==> src/rtl/seq_chunked_adder.sv <==
// Multi-cycle ripple-carry adder: adds two WIDTH-bit operands CHUNK bits per clock,
// carrying between chunks in a register, with a start/busy/done handshake and signed overflow.
module seq_chunked_adder #(
    parameter int WIDTH = 32,
    parameter int CHUNK = 4
) (
    input  logic             clk,
    input  logic             rst,
    input  logic             start,
    input  logic [WIDTH-1:0] in1,
    input  logic [WIDTH-1:0] in2,
    input  logic             c_in,
    output logic [WIDTH-1:0] sum,
    output logic             c_out,
    output logic             ovf,
    output logic             busy,
    output logic             done
);

    localparam int NCHUNK = WIDTH / CHUNK;
    localparam int IDXW   = (NCHUNK > 1) ? $clog2(NCHUNK) : 1;

    typedef enum logic {
        IDLE,
        RUN
    } state_t;

    state_t           state;
    state_t           state_next;
    logic [WIDTH-1:0] a_reg;
    logic [WIDTH-1:0] b_reg;
    logic             carry;
    logic [IDXW-1:0]  idx;
    logic [CHUNK-1:0] a_chunk;
    logic [CHUNK-1:0] b_chunk;
    logic [CHUNK:0]   chunk_sum;
    logic             last;
    logic             msb_carry_in;

    assign a_chunk   = a_reg[int'(idx)*CHUNK +: CHUNK];
    assign b_chunk   = b_reg[int'(idx)*CHUNK +: CHUNK];
    assign chunk_sum = {1'b0, a_chunk} + {1'b0, b_chunk} + {{CHUNK{1'b0}}, carry};
    assign last      = (int'(idx) == NCHUNK - 1);
    assign busy      = (state == RUN);

    // Carry into the top bit recovered from its sum bit: s = a ^ b ^ cin.
    assign msb_carry_in = a_chunk[CHUNK-1] ^ b_chunk[CHUNK-1] ^ chunk_sum[CHUNK-1];

    always_ff @(posedge clk) begin
        if (rst) begin
            state <= IDLE;
        end else begin
            state <= state_next;
        end
    end

    always_comb begin
        state_next = state;
        case (state)
            IDLE:    if (start) state_next = RUN;
            RUN:     if (last)  state_next = IDLE;
            default: state_next = IDLE;
        endcase
    end

    always_ff @(posedge clk) begin
        if (rst) begin
            a_reg <= '0;
            b_reg <= '0;
            carry <= 1'b0;
            idx   <= '0;
            sum   <= '0;
            c_out <= 1'b0;
            ovf   <= 1'b0;
            done  <= 1'b0;
        end else begin
            done <= 1'b0;
            case (state)
                IDLE: begin
                    if (start) begin
                        a_reg <= in1;
                        b_reg <= in2;
                        carry <= c_in;
                        idx   <= '0;
                    end
                end
                RUN: begin
                    sum[int'(idx)*CHUNK +: CHUNK] <= chunk_sum[CHUNK-1:0];
                    carry <= chunk_sum[CHUNK];
                    if (last) begin
                        c_out <= chunk_sum[CHUNK];
                        ovf   <= msb_carry_in ^ chunk_sum[CHUNK];
                        done  <= 1'b1;
                        idx   <= '0;
                    end else begin
                        idx <= idx + 1'b1;
                        // Stale flags of the previous result go away once a new one is underway.
                        if (idx == '0) begin
                            c_out <= 1'b0;
                            ovf   <= 1'b0;
                        end
                    end
                end
                default: ;
            endcase
        end
    end

endmodule
==> config.mk <==
export PLATFORM = sky130hd
export DESIGN_NAME = seq_chunked_adder
export DESIGN_NICKNAME = d
export VERILOG_FILES = /design/src/rtl/seq_chunked_adder.sv
export SDC_FILE = /design/constraint.sdc
export NUM_CORES = 1
export LEC_CHECK = 0
export BUFFER_PORTS_ARGS = -buffer_cell sky130_fd_sc_hd__buf_2
export CAP_MARGIN = 20
export CORE_MARGIN = 2
export CORE_UTILIZATION = 44
export CTS_CLUSTER_SIZE = 24
export DETAILED_ROUTE_END_ITERATION = 16
export PLACE_DENSITY = 0.78
export SETUP_SLACK_MARGIN = 0.3
export SLEW_MARGIN = 20
export SYNTH_ARGS = -nofsm -noshare
export SYNTH_HDL_FRONTEND = slang
export SYNTH_SLANG_ARGS = --single-unit
==> constraint.sdc <==
create_clock -name clk -period 3.36 [get_ports clk]
set_input_delay 0.504 -clock clk [delete_from_list [all_inputs] [get_ports clk]]
set_output_delay 0.504 -clock clk [all_outputs]
set_load 0.01 [all_outputs]
# [Word-level counts from Yosys, hierarchy flattened]
# Cells that the tools add are included.
[classes] add_sub_neg=4 mux=13 n_eq_ne=2 bitwise_logic=4 n_shift=4 reduce_logical=5
[ops] operator="32-bit by 6-bit variable part select with 4-bit output" n=2
[ops] operator="5-bit negation with 33-bit output" n=1
[ops] operator="4-bit by 33-bit variable shift with 32-bit output, first input constant" n=1
[ops] operator="4-bit by 33-bit variable part select with 32-bit output" n=1
[ops] operator="32-bit bitwise mux" n=1
[ops] operator="1-bit 2-to-1 mux" n=7
[ops] operator="3-bit 2-to-1 mux" n=2
[ops] operator="3-bit one-hot mux with 2 select lines" n=1
[ops] operator="4-bit by 4-bit adder with 5-bit output" n=1
[ops] operator="5-bit by 1-bit adder with 5-bit output" n=1
[ops] operator="1-bit one-hot mux with 2 select lines" n=2
[ops] operator="2-bit AND reduction" n=2
[ops] operator="3-bit by 1-bit adder with 3-bit output, second input constant" n=1
[ops] operator="3-bit by 1-bit == test with 1-bit output, second input constant" n=1
[ops] operator="3-bit zero test" n=1
[ops] operator="1-bit bitwise XOR" n=3
[ops] operator="2-bit inequality test, second input constant" n=1
[ops] operator="2-bit nonzero test" n=1
[ops] operator="2-bit OR reduction" n=1
[ops] operator="1-bit NOT" n=1
[totals] wordCells=41 out_inout_bits=36 in_bits=68 ff_bits=104

# [Longest topological paths before layout]
[logic_depth] depth_word=6 depth_mapped=11

# [Least setup slack after synthesis]
# No wires, ideal clock.
[synth_timing] kind="reg-to-reg" startpoint="reg idx[0]" endpoint="reg sum[18]" n_path_buf=2 slack_ns=0.399 t_arrival_ns=2.891 stages_incl_launch_ff=11 t_required_ns=3.289 setup_ns=0.071 path_cell_list="dfxtp_1 buf_6 buf_2 mux4_2 nand2_1 nand2_1 fa_1 fa_1 xnor2_1 or3_1 a21oi_1"
[synth_via] elab_chain_len=5 word_cells_on_any_way=8 classes_between="3 x add/sub; 4 x shift; 1 x mux"
[synth_lines] item="start, declared" line="33" text="logic [IDXW-1:0] idx;"
[synth_lines] item="start signal, assigned" line="96" text="idx <= idx + 1'b1;"
[synth_lines] item="32-bit by 6-bit variable part select with 4-bit output (on tied branches)" line="40, 41"
[synth_lines] item="4-bit by 4-bit adder with 5-bit output" line="42" text="assign chunk_sum = {1'b0, a_chunk} + {1'b0, b_chunk} + {{CHUNK{1'b0}}, carry};"
[synth_lines] item="5-bit by 1-bit adder with 5-bit output" line="42"
[synth_lines] item="4-bit by 33-bit variable part select with 32-bit output" line="88" text="sum[int'(idx)*CHUNK +: CHUNK] <= chunk_sum[CHUNK-1:0];"
[synth_lines] item="32-bit bitwise mux (*)" line="88"
[synth_lines] item="end signal, assigned by index" line="88"
[synth_lines] item="end, declared" line="13" text="output logic [WIDTH-1:0] sum,"
# Every way passes the cells marked *; elsewhere a longest branch is shown, timed or not.
# A chain may end at the register's enable or synchronous reset.

# [Worst setup path after layout]
[layout_timing] startpoint="reg idx[0]" endpoint="reg sum[7]"
# The elaborated chain is that of the path after synthesis.

==> impl_metrics.toml <==
[layout]
drive_gt1_frac = 0.2476
final_cells = 762
seqCellArea_sq_um = 2086
area_growth_pct = 18.78
multiInputGateArea_sq_um = 2301
nFillCells = 935
final_nets = 701
antenna_cells = 0

[die]
dieArea_sq_um = 11130
die_h_um = 105.5
ios = 104
core_sq_um = 10140
rows = 37
start_util = 0.4469
die_w_um = 105.5

[timing]
setup_viol = 0
timing.fmax_mhz = 345.2
rsz0062_at_grt = "true"
relSlewSlack = 0.2829
worst_pin_slew_ps = 1076
period_share = 0.8621
skew_ps = 12.28
hold_viol = 0
period_needed_ps = 2897
final.setup.tns_ps = 0
drv_slew = 0

[route]
vias = 3911
viasPerCell = 5.133
wl_per_cell_um = 13.89
drc = 0
detail_route.wirelength_mm = 10.59
firstDrtPassIters = 4
detail-route-antenna-nets = 0
drt_iter0_markers = 172

[worst_setup_path]
cp-end-kind = "flop"
path_buf_inv = 1
cp_slowest_cell = "mux4_2"
path_common_cell = "nand2_1"
worstPathArrival_ps = 3170
worstPathRequired_ps = 3630
start_kind = "flop"
slowest_delay_ps = 470
crit_chain = "buf_4 -> mux4_2 -> nand2_1 -> nand2_1 -> fa_1 -> a211o_1 -> nand3_1 -> nand3b_1 -> o41ai_1"
critPathTopFamily = "compound AO/OA/AOI/OAI gates"
crit_type = "reg2reg"
critPathMaxFanout = 9

[synthesis]
syn-cell-area_sq_um = 4531
synth-edff-count = 0
synth.avg_cell_area_sq_um = 8.500
synth_warnings = 0
synth-seq-cells = 104
ys_async_sr_fraction = 0
ys_types = 37
ys_seq_area_frac = 0.4595
syn_nets = 613
synthFlopType = "dfxtp_1"
synth_cells = 533

[placed_design]
port_buffers = 103
gp_congestion = 0.8327
dp.cells = 744
hpwl_mm = 7.737

[clock_network]
path_clk_slew_ps = 100
clockBufferDepth = 2
clk_latency_ps = 370
tritoncts = "yes"
cts-buffers-inserted = 9
htreeDepth = 3
cts_sinks = 104
clock-root-buffer = "clkbuf_8"

[power]
vdd_drop_max_uv = 226.0
leakage_uw = 0.002329
p_per_area_nw_per_um2 = 452.5

[global_route]
grt_util_all_layers = 0.1981
grt_antenna_before_repair = 0
gr-total-overflow = 0
grt_pass1_wl_mm = 17.73
grt_max_degree = 112
grt_pass1_vias = 3821

[status]
status = "completed"

[worst_hold_path]
hold_class = "in2reg"

[flow_run]
drv_cap = 0
[final cells by class]
cell class              instances  share of cell area
inverters                       4            0.002790
clock inverters                 6             0.01418
clock buffers                  10             0.02372
flip-flops and latches        104              0.3876
multi-input cells             389              0.4276
repair buffers                113              0.1125
well taps                     136             0.03162
[Yosys cell counts, types with 2 or more instances]
master | number | area (sq um)
nor3_1 | 4 | 20.02
nand2_1 | 180 | 675.7
nand4_1 | 3 | 18.77
inv_1 | 3 | 11.26
or3_1 | 2 | 12.51
mux4_2 | 16 | 360.4
xnor2_1 | 2 | 17.52
a21oi_1 | 82 | 410.4
or2_2 | 3 | 18.77
buf_6 | 2 | 22.52
and3_1 | 3 | 18.77
buf_2 | 5 | 25.02
o41ai_1 | 7 | 61.31
buf_1 | 5 | 18.77
fa_1 | 2 | 40.04
nor2_1 | 26 | 97.59
a211oi_1 | 2 | 15.01
nand3b_1 | 9 | 67.56
nand2b_1 | 6 | 37.54
nand3_1 | 5 | 25.02
ha_1 | 10 | 125.1
mux2i_1 | 13 | 130.1
clkbuf_1 | 23 | 86.33
nor2b_1 | 4 | 25.02
dfxtp_1 | 104 | 2082
[worst paths after layout]
kind	from	to	slack (ps)	cells past startpoint
hold reg to reg	b_reg[19]	b_reg[19]	460	2
setup / recovery	idx[0]	sum[7]	460	9
setup reg to reg	idx[0]	sum[7]	460	9
hold / removal	in2[5]	b_reg[5]	360	3
[worst register-to-register path: cells and delay by family (launching register included)]
kind / cells / cell delay, ps
buf+inv: 1 / 130
fa+ha+maj: 1 / 420
simple gates: 4 / 600
mux: 1 / 470
compound gates: 2 / 740
flops: 1 / 430
[layout by cell type, fill, tap and decap left out, types with 2 or more instances in the layout]
| cell | synthesis | layout |
|---|---|---|
| or2_2 | 3 | 3 |
| mux4_2 | 16 | 16 |
| a211oi_1 | 2 | 2 |
| buf_4 | 0 | 10 |
| dfxtp_1 | 104 | 103 |
| nand2_1 | 180 | 180 |
| fa_1 | 2 | 2 |
| buf_2 | 5 | 102 |
| nand2b_1 | 6 | 5 |
| clkbuf_8 | 0 | 9 |
| nand3_1 | 5 | 5 |
| mux2i_1 | 13 | 13 |
| o41ai_1 | 7 | 6 |
| nor2b_1 | 4 | 3 |
| or3_1 | 2 | 2 |
| clkinv_4 | 0 | 3 |
| ha_1 | 10 | 10 |
| nand3b_1 | 9 | 9 |
| nor2_1 | 26 | 26 |
| nand4_1 | 3 | 3 |
| and3_1 | 3 | 3 |
| inv_1 | 3 | 3 |
| nor3_1 | 4 | 4 |
| a21oi_1 | 82 | 82 |
[cells by family after synthesis]
logic type               after synthesis  share of synthesized area
AO/OA/AOI/OAI                         96                     0.1168
adder cells (fa/ha/maj)               12                    0.03645
XOR/XNOR                               2                   0.003867
multiplexers                          30                     0.1107
buffers and inverters                 40                    0.03811
AND/OR/NAND/NOR                      249                     0.2345
flip-flops                           104                     0.4595
[stage by stage]
| stage | total power (uW) | hold slack, ps | worst slack, ps | util | cell area [sq um] |
|---|---|---|---|---|---|
| 6_report | 2435 | 363.1 | 463.4 | 0.5308 | 5381 |
| 5_1_grt | 2544 | 357.1 | 266.9 | 0.5308 | 5381 |
| 4_1_cts | 2440 | 359.8 | 382.2 | 0.5283 | 5356 |
| 3_5_place_dp | 1656 | 446.7 | 86.03 | 0.5073 | 5144 |
| 3_3_place_gp | 1646 | 440.5 | 193.5 | 0.5073 | 5144 |
| 2_1_floorplan | 1552 | 433.1 | 398.6 | - | 4531 |
[what timing repair did]
action	CTS	global route
pin swaps	0	1
buffers inserted	0	2
hold buffers	0	0
endpoints found under the setup margin	12	6
gates resized for setup	2	2
[routing by layer]
metal,wire (um),up-vias,global-route usage
met4,262,0,0.08667
met3,616,25,0.03834
met2,5164,124,0.3235
met5,0,-,0
met1,4542,1790,0.2550
li1,-,1972,-
[power by group]
part	total, uW	internal, uW	switching, uW
sequential	1320	1280	38.6
clock	802	357	445
combinational	310	136	174
(Power assumes the default switching activity.)
